### src/rtl/dc_offset_remover.sv
// rtl/dc_offset_remover.sv - block-mean DC offset estimator and saturating remover
module dc_offset_remover #(
    parameter int LOG2_WIN = 6
) (
    input  logic       clk,
    input  logic       rst_n,
    input  logic       clk_enable,
    input  logic       reset_not,
    input  logic       hold_est,
    input  logic [7:0] In1,
    output logic       ce_out,
    output logic [7:0] Out3,
    output logic       valid_out,
    output logic       settled
);

    localparam int AW = 8 + LOG2_WIN;
    localparam logic [LOG2_WIN-1:0] CNT_ONE  = {{(LOG2_WIN-1){1'b0}}, 1'b1};
    localparam logic [LOG2_WIN-1:0] CNT_LAST = {LOG2_WIN{1'b1}};

    typedef enum logic {
        FILL  = 1'b0,
        TRACK = 1'b1
    } state_t;

    state_t              state_q, state_d;
    logic signed [AW-1:0] acc_q, acc_d;
    logic [LOG2_WIN-1:0] cnt_q, cnt_d;
    logic [7:0]          dc_est_q, dc_est_d;
    logic [7:0]          out_q, out_d;
    logic                valid_q;

    logic signed [8:0]    diff;
    logic [7:0]           diff_sat;
    logic signed [AW-1:0] acc_sum;
    logic                 win_end;

    // Sample minus current estimate at 9 bits, clamped back into 8-bit range
    always_comb begin
        diff = $signed({In1[7], In1}) - $signed({dc_est_q[7], dc_est_q});
        if (diff[8] != diff[7]) begin
            diff_sat = diff[8] ? 8'h80 : 8'h7f;
        end else begin
            diff_sat = diff[7:0];
        end
    end

    assign acc_sum = acc_q + $signed({{LOG2_WIN{In1[7]}}, In1});
    assign win_end = (cnt_q == CNT_LAST);

    // Next-state: strobe-qualified restart, accumulation and window-end estimate update
    always_comb begin
        state_d  = state_q;
        acc_d    = acc_q;
        cnt_d    = cnt_q;
        dc_est_d = dc_est_q;
        out_d    = out_q;
        if (clk_enable) begin
            if (!reset_not) begin
                // Restart: the restart sample passes through untouched and is not accumulated
                state_d  = FILL;
                acc_d    = '0;
                cnt_d    = '0;
                dc_est_d = '0;
                out_d    = In1;
            end else begin
                out_d = diff_sat;
                if (win_end) begin
                    acc_d   = '0;
                    cnt_d   = '0;
                    state_d = TRACK;
                    if (!hold_est) begin
                        // Arithmetic shift of the full window sum is the floor of the mean
                        dc_est_d = acc_sum[LOG2_WIN +: 8];
                    end
                end else begin
                    acc_d = acc_sum;
                    cnt_d = cnt_q + CNT_ONE;
                end
            end
        end
    end

    // State and datapath registers; valid tracks the strobe on every edge
    always_ff @(posedge clk or negedge rst_n) begin
        if (!rst_n) begin
            state_q  <= FILL;
            acc_q    <= '0;
            cnt_q    <= '0;
            dc_est_q <= '0;
            out_q    <= '0;
            valid_q  <= 1'b0;
        end else begin
            state_q  <= state_d;
            acc_q    <= acc_d;
            cnt_q    <= cnt_d;
            dc_est_q <= dc_est_d;
            out_q    <= out_d;
            valid_q  <= clk_enable;
        end
    end

    assign ce_out    = clk_enable;
    assign Out3      = out_q;
    assign valid_out = valid_q;
    assign settled   = (state_q == TRACK);

endmodule

### config.mk
export PLATFORM = sky130hd
export DESIGN_NAME = dc_offset_remover
export DESIGN_NICKNAME = d
export VERILOG_FILES = /design/src/rtl/dc_offset_remover.sv
export SDC_FILE = /design/constraint.sdc
export NUM_CORES = 1
export LEC_CHECK = 0
export CORE_AREA = 2 2 98 62
export DETAILED_ROUTE_END_ITERATION = 8
export DIE_AREA = 0 0 100 64
export GPL_ROUTABILITY_DRIVEN = 0
export GPL_TIMING_DRIVEN = 0
export PLACE_DENSITY = 0.82
export SETUP_SLACK_MARGIN = 0.2
export SLEW_MARGIN = 20
export SYNTH_ARGS = -nofsm -noshare
export SYNTH_HDL_FRONTEND = slang
export SYNTH_SLANG_ARGS = --single-unit
### constraint.sdc
create_clock -name clk -period 2.55 [get_ports clk]
set_input_delay 0.6375 -clock clk [delete_from_list [all_inputs] [get_ports clk]]
set_output_delay 0.6375 -clock clk [all_outputs]
set_load 0.01 [all_outputs]
==> impl_metrics.prom, run 1 <==
# TYPE chip_impl_metric gauge
chip_impl_metric{name="dp_slack",unit="ns"} -0.7377
chip_impl_info{name="rsz0062_at_grt",value="false"} 1
chip_impl_metric{name="drt_pre_antenna_iters",unit=""} 5
chip_impl_metric{name="first_global_vias",unit=""} 2505
chip_impl_metric{name="crit_required",unit="ns"} 2.76
chip_impl_metric{name="synth-warning-count",unit=""} 0
chip_impl_metric{name="p_leak",unit="nW"} 1.456
chip_impl_metric{name="postSynthNetCount",unit=""} 333
chip_impl_metric{name="power-per-cell-area",unit="mW/mm^2"} 1046
chip_impl_metric{name="dr_total_vias",unit=""} 2539
chip_impl_metric{name="worst-slew-pin-transition",unit="ns"} 0.7080
chip_impl_info{name="worstSetupEndpointType",value="register"} 1
chip_impl_metric{name="multi_input_combinational_cell_area",unit="sq mm"} 0.001957
chip_impl_metric{name="numClockSinks",unit=""} 38
chip_impl_metric{name="post-route-drc-count",unit=""} 0
chip_impl_metric{name="r2r_setup_slack",unit="ns"} 0.25
chip_impl_metric{name="clockBufferDepth",unit=""} 2
chip_impl_info{name="outcome",value="finished, final reports clean"} 1
chip_impl_metric{name="dieHeight",unit="microns"} 64
chip_impl_metric{name="placedCellCount",unit=""} 389
chip_impl_metric{name="route.antenna.remaining_nets",unit=""} 0
chip_impl_metric{name="finalHoldWorstSlack",unit="ns"} 0.1807
chip_impl_metric{name="synthDistinctLibCells",unit=""} 55
chip_impl_metric{name="area_delta_synth_final",unit="%"} 32.25
chip_impl_info{name="startpoint_kind_of_the_worst_setup_timing_path",value="input pin"} 1
chip_impl_metric{name="worstPathMaxFanout",unit=""} 5
chip_impl_metric{name="seq_area",unit="sq um"} 950.9
chip_impl_metric{name="fin_crit_sh",unit="%"} 91.13
chip_impl_metric{name="io_pins",unit=""} 24
chip_impl_info{name="critical_path.reg2reg.startpoint",value="dc_est_q[1]"} 1
chip_impl_metric{name="path_clk_slew",unit="ns"} 0.09
chip_impl_info{name="synth.cells.most_frequent",value="sky130_fd_sc_hd__dfrtp_1, sky130_fd_sc_hd__inv_1, sky130_fd_sc_hd__nor2_1, sky130_fd_sc_hd__ha_1"} 1
chip_impl_info{name="worstReg2RegEnd",value="Out3[4]"} 1
chip_impl_metric{name="rows",unit=""} 21
chip_impl_metric{name="grt_start_max_net_pins",unit=""} 29
chip_impl_metric{name="cts.htree.levels",unit=""} 2
chip_impl_metric{name="route.detailed.vias_per_inst",unit=""} 6.193
chip_impl_metric{name="hpwlAfterDp",unit="microns"} 5234
chip_impl_metric{name="maxCapViolCount",unit=""} 0
chip_impl_metric{name="fin_nets",unit=""} 377
chip_impl_metric{name="fillers",unit=""} 406
chip_impl_metric{name="cts_buffers",unit=""} 5
chip_impl_info{name="worst-setup-path-type",value="in2reg"} 1
chip_impl_metric{name="die_w",unit="microns"} 100
chip_impl_metric{name="ir_worst_vdd",unit="mV"} 0.6099
chip_impl_metric{name="layout.core_utilization",unit="%"} 65.34
chip_impl_metric{name="timing.final.hold_violations",unit=""} 0
chip_impl_metric{name="first_pass_grt_wire_length",unit="microns"} 12900
chip_impl_metric{name="worstRegToRegCells",unit=""} 9
chip_impl_metric{name="maxClockFrequency",unit="MHz"} 430.3
chip_impl_metric{name="average_instance_area_after_synthesis",unit="sq um"} 9.122
chip_impl_metric{name="setup_slack",unit="ns"} 0.2262
chip_impl_metric{name="final-max-slew-violation-count",unit=""} 0
chip_impl_metric{name="sequential_to_total_area_share_from_yosys_stat",unit="%"} 35.22
chip_impl_info{name="post_synth_main_area_contributors",value="sky130_fd_sc_hd__dfrtp_1, sky130_fd_sc_hd__ha_1, sky130_fd_sc_hd__inv_1, sky130_fd_sc_hd__a21oi_1, sky130_fd_sc_hd__o21ai_0"} 1
chip_impl_info{name="synth_top_flop_cell",value="sky130_fd_sc_hd__dfrtp_1"} 1
chip_impl_metric{name="routedWlPerCell",unit="microns"} 21.32
chip_impl_metric{name="antenna-diode-count",unit=""} 0
chip_impl_metric{name="clkLatencyLatePin",unit="ns"} 0.32
chip_impl_metric{name="post_synthesis_cells",unit=""} 296
chip_impl_info{name="top_cell_type_by_total_area_after_synthesis",value="sky130_fd_sc_hd__dfrtp_1"} 1
chip_impl_metric{name="dr.first_iter.drc_count",unit=""} 238
chip_impl_metric{name="final_setup_skew",unit="ns"} 0.01301
chip_impl_metric{name="cp.arrival",unit="ns"} 2.54
chip_impl_metric{name="postSynth.asyncResetShare",unit="%"} 100.0
chip_impl_info{name="holdCritPathClass",value="in2async"} 1
chip_impl_metric{name="syn_area",unit="sq mm"} 0.002700
chip_impl_info{name="tritoncts",value="done"} 1
chip_impl_metric{name="layoutNonFillerInstCount",unit=""} 410
chip_impl_metric{name="timing.slew.headroom",unit="%"} 52.80
chip_impl_metric{name="synth_enable_flop_cells",unit=""} 0
chip_impl_metric{name="overall_die_area",unit="sq mm"} 0.006400
chip_impl_metric{name="core_area",unit="sq mm"} 0.005465
chip_impl_metric{name="ys_seq_elements",unit=""} 38
chip_impl_metric{name="gr-usage-all-layers",unit="%"} 26.64
chip_impl_metric{name="number_of_antenna_violations_at_the_first_check_in_global_routing",unit=""} 0
chip_impl_metric{name="final_layout_size_suffix_gt1_share",unit="%"} 27.86
chip_impl_metric{name="finalSetupViolCount",unit=""} 0
chip_impl_metric{name="start_util",unit="%"} 49.40
chip_impl_metric{name="drt_wirelength",unit="microns"} 8742
chip_impl_metric{name="global_route.overflow_total",unit=""} 0
chip_impl_info{name="clock_tree.root_cell",value="sky130_fd_sc_hd__clkbuf_8"} 1
chip_impl_info{name="cell_with_the_most_instances_after_synthesis",value="sky130_fd_sc_hd__dfrtp_1"} 1
chip_impl_metric{name="finalCriticalPeriod",unit="ns"} 2.324
chip_impl_metric{name="totalPowerFinal",unit="mW"} 3.735
chip_impl_metric{name="io_buffers",unit=""} 23
chip_impl_metric{name="synth.top_cell.area_share",unit="%"} 35.22
[cells in the final DEF (no fill, tap or decap), types with 6 or more instances in the layout]
cell type	Yosys	routed
sky130_fd_sc_hd__ha_4	0	14
sky130_fd_sc_hd__clkdlybuf4s50_1	0	13
sky130_fd_sc_hd__dfrtp_1	38	38
sky130_fd_sc_hd__nand2_1	17	17
sky130_fd_sc_hd__o21ai_0	19	15
sky130_fd_sc_hd__nor2b_1	7	6
sky130_fd_sc_hd__nor2_1	23	21
sky130_fd_sc_hd__o22ai_1	9	9
sky130_fd_sc_hd__xnor2_1	7	7
sky130_fd_sc_hd__nand2b_1	7	6
sky130_fd_sc_hd__a21oi_1	19	14
sky130_fd_sc_hd__xor2_1	6	6
sky130_fd_sc_hd__inv_1	31	27
sky130_fd_sc_hd__nand3_1	12	11
sky130_fd_sc_hd__buf_4	1	15
[layout make-up]
class	instances	area share, %
Clock inverter	3	1.261
Tap cell	69	2.418
Inverter	31	3.329
Timing Repair Buffer	37	8.795
Multi-Input combinational cell	220	54.80
Sequential cell	38	26.63
Clock buffer	5	1.927
Buffer	7	0.8409
[report_power, final]
group / internal [mW] / switching, mW / leakage [nW]
logic: 1.07 / 1.20 / 0.923
clock network: 0.291 / 0.256 / 0.0504
registers: 0.784 / 0.131 / 0.483
total: 2.15 / 1.59 / 1.46
[state kept, by name, summed over array words and instances (netlist names)]
signal and cells:
valid_out 1, acc_q 14, Out3 8, cnt_q 6, settled 1, dc_est_q 8
[worst max-delay path by stage]
stage / startpoint / slack [ns] / to
after floorplan: In1[0] / 0.21 / Out3[0]
after global placement: In1[7] / -0.66 / dc_est_q[7]
after CTS: In1[0] / 0.21 / Out3[5]
final: In1[2] / 0.23 / Out3[4]
after detailed placement: In1[7] / -0.74 / dc_est_q[7]
after global routing: reset_not / 0.17 / acc_q[13]
[through the flow]
step,instance area (sq um),setup TNS [ns]
after floorplan,2708,0
after global placement,3024,-13.09
after detailed placement,3039,-13.04
after CTS,3400,0
after global routing,3571,0
final,3571,0
[worst max-delay path: stages]
cell	delay, ns
sky130_fd_sc_hd__buf_2	0.16
sky130_fd_sc_hd__ha_4	0.31
sky130_fd_sc_hd__o21a_4	0.14
sky130_fd_sc_hd__o31ai_4	0.09
sky130_fd_sc_hd__a221o_1	0.37
sky130_fd_sc_hd__buf_4	0.17
sky130_fd_sc_hd__a21oi_4	0.21
sky130_fd_sc_hd__o211ai_1	0.15
sky130_fd_sc_hd__a221oi_2	0.29
[cell families (layout without fill, tap and decap cells)]
group                    count (synthesis)  after routing  share of synthesized area (%)
buffers and inverters                   38             83                          5.422
AND/OR/NAND/NOR                         77             77                          13.62
XOR/XNOR                                14             14                          4.819
AO/OA/AOI/OAI                          102            102                          28.03
adder cells (fa/ha/maj)                 24             24                          11.68
flip-flops                              38             38                          35.22
multiplexers                             3              3                          1.205
[timing repair]
action / 4_1_cts / 5_1_grt
gates resized for setup: 68 / 33
pin swaps: 18 / 19
setup buffers: 6 / 7
setup endpoints to repair: 28 / 20
hold buffers: 0 / 0
[layer usage]
metal	GRT usage [%]	wire, microns
met1	36.24	3742
met2	40.46	3985
met3	6.018	669
met4	12.50	344
met5	0	0
(Power assumes the default switching activity.)
==> run 2, diff against run 1 <==
--- a/constraint.sdc
+++ b/constraint.sdc
@@ -3,2 +3,2 @@
 set_output_delay 0.6375 -clock clk [all_outputs]
-set_load 0.01 [all_outputs]
+set_load 0.05 [all_outputs]
==> run 2 against run 1 <==
  * Sequential share of layout area up 0.54 points
  * Die area stayed put
  * Flip-flop and latch count did not move
  * Maximum frequency up 0.53%
  * Setup slack improved by 0.012 ns
  * Sequential power down 1%
  * Largest power group unchanged
==> impl_metrics.prom, run 2 (synthesis gave the netlist of run 1 again) <==
# TYPE chip_impl_metric gauge
chip_impl_info{name="outcome",value="finished, final reports clean"} 1
chip_impl_metric{name="route.antenna.remaining_nets",unit=""} 0
chip_impl_metric{name="worstRegToRegCells",unit=""} 9
chip_impl_metric{name="drt_pre_antenna_iters",unit=""} 5
chip_impl_metric{name="first_global_vias",unit=""} 2501
chip_impl_metric{name="io_buffers",unit=""} 23
chip_impl_metric{name="clkLatencyLatePin",unit="ns"} 0.31
chip_impl_metric{name="path_clk_slew",unit="ns"} 0.09
chip_impl_metric{name="route.detailed.vias_per_inst",unit=""} 6.283
chip_impl_info{name="critical_path.reg2reg.startpoint",value="dc_est_q[1]"} 1
chip_impl_metric{name="timing.final.hold_violations",unit=""} 0
chip_impl_metric{name="routedWlPerCell",unit="microns"} 20.15
chip_impl_metric{name="antenna-diode-count",unit=""} 0
chip_impl_metric{name="start_util",unit="%"} 49.40
chip_impl_metric{name="fin_nets",unit=""} 374
chip_impl_metric{name="gr-usage-all-layers",unit="%"} 26.64
chip_impl_metric{name="finalSetupViolCount",unit=""} 0
chip_impl_metric{name="hpwlAfterDp",unit="microns"} 5234
chip_impl_metric{name="overall_die_area",unit="sq mm"} 0.006400
chip_impl_info{name="worst-setup-path-type",value="in2reg"} 1
chip_impl_metric{name="dieHeight",unit="microns"} 64
chip_impl_metric{name="area_delta_synth_final",unit="%"} 29.61
chip_impl_metric{name="final_setup_skew",unit="ns"} 0.01307
chip_impl_metric{name="fin_crit_sh",unit="%"} 90.65
chip_impl_metric{name="final-max-slew-violation-count",unit=""} 0
chip_impl_metric{name="layoutNonFillerInstCount",unit=""} 407
chip_impl_metric{name="die_w",unit="microns"} 100
chip_impl_metric{name="clockBufferDepth",unit=""} 2
chip_impl_metric{name="cp.arrival",unit="ns"} 2.52
chip_impl_metric{name="power-per-cell-area",unit="mW/mm^2"} 1078
chip_impl_metric{name="finalCriticalPeriod",unit="ns"} 2.312
chip_impl_metric{name="r2r_setup_slack",unit="ns"} 0.26
chip_impl_info{name="layout_common_cells",value="sky130_fd_sc_hd__dfrtp_1, sky130_fd_sc_hd__inv_1, sky130_fd_sc_hd__nor2_1"} 1
chip_impl_info{name="tritoncts",value="done"} 1
chip_impl_info{name="final_common_cell",value="sky130_fd_sc_hd__dfrtp_1"} 1
chip_impl_metric{name="timing.setup.tns",unit="ns"} 0
chip_impl_metric{name="timing.slew.headroom",unit="%"} 50.38
chip_impl_metric{name="post-route-drc-count",unit=""} 0
chip_impl_metric{name="p_leak",unit="nW"} 1.444
chip_impl_metric{name="maxClockFrequency",unit="MHz"} 432.6
chip_impl_metric{name="rows",unit=""} 21
chip_impl_metric{name="worst-slew-pin-transition",unit="ns"} 0.7444
chip_impl_metric{name="global_route.overflow_total",unit=""} 0
chip_impl_info{name="startpoint_kind_of_the_worst_setup_timing_path",value="input pin"} 1
chip_impl_info{name="holdCritPathClass",value="in2async"} 1
chip_impl_info{name="clock_tree.root_cell",value="sky130_fd_sc_hd__clkbuf_8"} 1
chip_impl_metric{name="flip_flop_count_of_the_largest_register_after_layout",unit=""} 14
chip_impl_metric{name="cts_buffers",unit=""} 5
chip_impl_metric{name="maxCapViolCount",unit=""} 0
chip_impl_metric{name="placedCellCount",unit=""} 389
chip_impl_metric{name="post_cts_hold_buffer_count",unit=""} 0
chip_impl_metric{name="ir_worst_vdd",unit="mV"} 0.5627
chip_impl_metric{name="core_area",unit="sq mm"} 0.005465
chip_impl_metric{name="drt_wirelength",unit="microns"} 8203
chip_impl_metric{name="fillers",unit=""} 417
chip_impl_metric{name="worstPathMaxFanout",unit=""} 4
chip_impl_info{name="largest_register",value="acc_q"} 1
chip_impl_info{name="rsz0062_at_grt",value="true"} 1
chip_impl_info{name="worstReg2RegEnd",value="Out3[2]"} 1
chip_impl_metric{name="numClockSinks",unit=""} 38
chip_impl_metric{name="grt_start_max_net_pins",unit=""} 29
chip_impl_metric{name="number_of_antenna_violations_at_the_first_check_in_global_routing",unit=""} 0
chip_impl_metric{name="dr_total_vias",unit=""} 2557
chip_impl_metric{name="crit_required",unit="ns"} 2.76
chip_impl_metric{name="io_pins",unit=""} 24
chip_impl_metric{name="dr.first_iter.drc_count",unit=""} 215
chip_impl_metric{name="first_pass_grt_wire_length",unit="microns"} 12920
chip_impl_metric{name="final_layout_size_suffix_gt1_share",unit="%"} 25.74
chip_impl_info{name="worstSetupEndpointType",value="register"} 1
chip_impl_metric{name="cts.htree.levels",unit=""} 2
run 2: per-stage QoR:
step	cell area [sq um]	hold WS [ns]	util [%]	total power, mW	worst slack, ns
after floorplan	2708	0.3419	-	2.248	0.2136
after global placement	3024	0.4680	55.33	2.632	-0.6580
after detailed placement	3039	0.4847	55.61	2.692	-0.7377
after CTS	3369	0.2000	61.65	3.483	0.1881
after global routing	3500	0.1945	64.03	3.973	0.1519
final	3500	0.1894	64.03	3.772	0.2384
run 2: final cells by class:
class                           count  area [sq um]  area share [%]
Sequential cell                    38         950.9           27.17
Clock buffer                        5         68.82           1.966
Inverter                           31         116.4           3.325
Tap cell                           69         86.33           2.467
Timing Repair Buffer               34         294.0           8.402
Buffer                              7         30.03          0.8581
Multi-Input combinational cell    220          1908           54.52
Clock inverter                      3         45.04           1.287
run 2: worst max path at each step:
stage / startpoint / endpoint / slack, ns / depth (start not counted)
global placement: In1[7] / dc_est_q[7] / -0.66 / 8
detailed placement: In1[7] / dc_est_q[7] / -0.74 / 8
global route: reset_not / acc_q[13] / 0.15 / 6
CTS: In1[0] / Out3[1] / 0.19 / 11
floorplan: In1[0] / Out3[0] / 0.21 / 10
finish: In1[3] / Out3[3] / 0.24 / 8
run 2: critical path, stage by stage:
cell	delay (ns)
sky130_fd_sc_hd__clkdlybuf4s15_2	0.22
sky130_fd_sc_hd__ha_4	0.30
sky130_fd_sc_hd__o21a_4	0.15
sky130_fd_sc_hd__o31ai_4	0.10
sky130_fd_sc_hd__a221o_1	0.39
sky130_fd_sc_hd__xnor2_2	0.29
sky130_fd_sc_hd__a21oi_4	0.14
sky130_fd_sc_hd__a221oi_2	0.28
run 2: what timing repair did:
action                                 CTS  global route
gates resized for setup                 63            30
endpoints found under the hold margin    0             0
buffers inserted                         7             3
pin swaps                               18            18
cloned                                   0             0
setup endpoints to repair               28            22
run 2: per-layer routing:
metal | wire length (microns) | part of all wire, % | up-vias | track usage (%)
met5 | 0 | 0 | - | 0
met4 | 268 | 3.3 | 0 | 11.99
met3 | 782 | 9.5 | 27 | 6.018
met2 | 3660 | 45 | 143 | 40.54
met1 | 3491 | 43 | 1229 | 36.38
li1 | - | - | 1158 | -
run 2: power breakdown:
| part | leakage, nW | internal, mW | switching, mW | total (mW) |
|---|---|---|---|---|
| combinational | 0.911 | 1.01 | 1.33 | 2.33 |
| clock | 0.0504 | 0.291 | 0.245 | 0.536 |
| sequential | 0.483 | 0.783 | 0.120 | 0.903 |
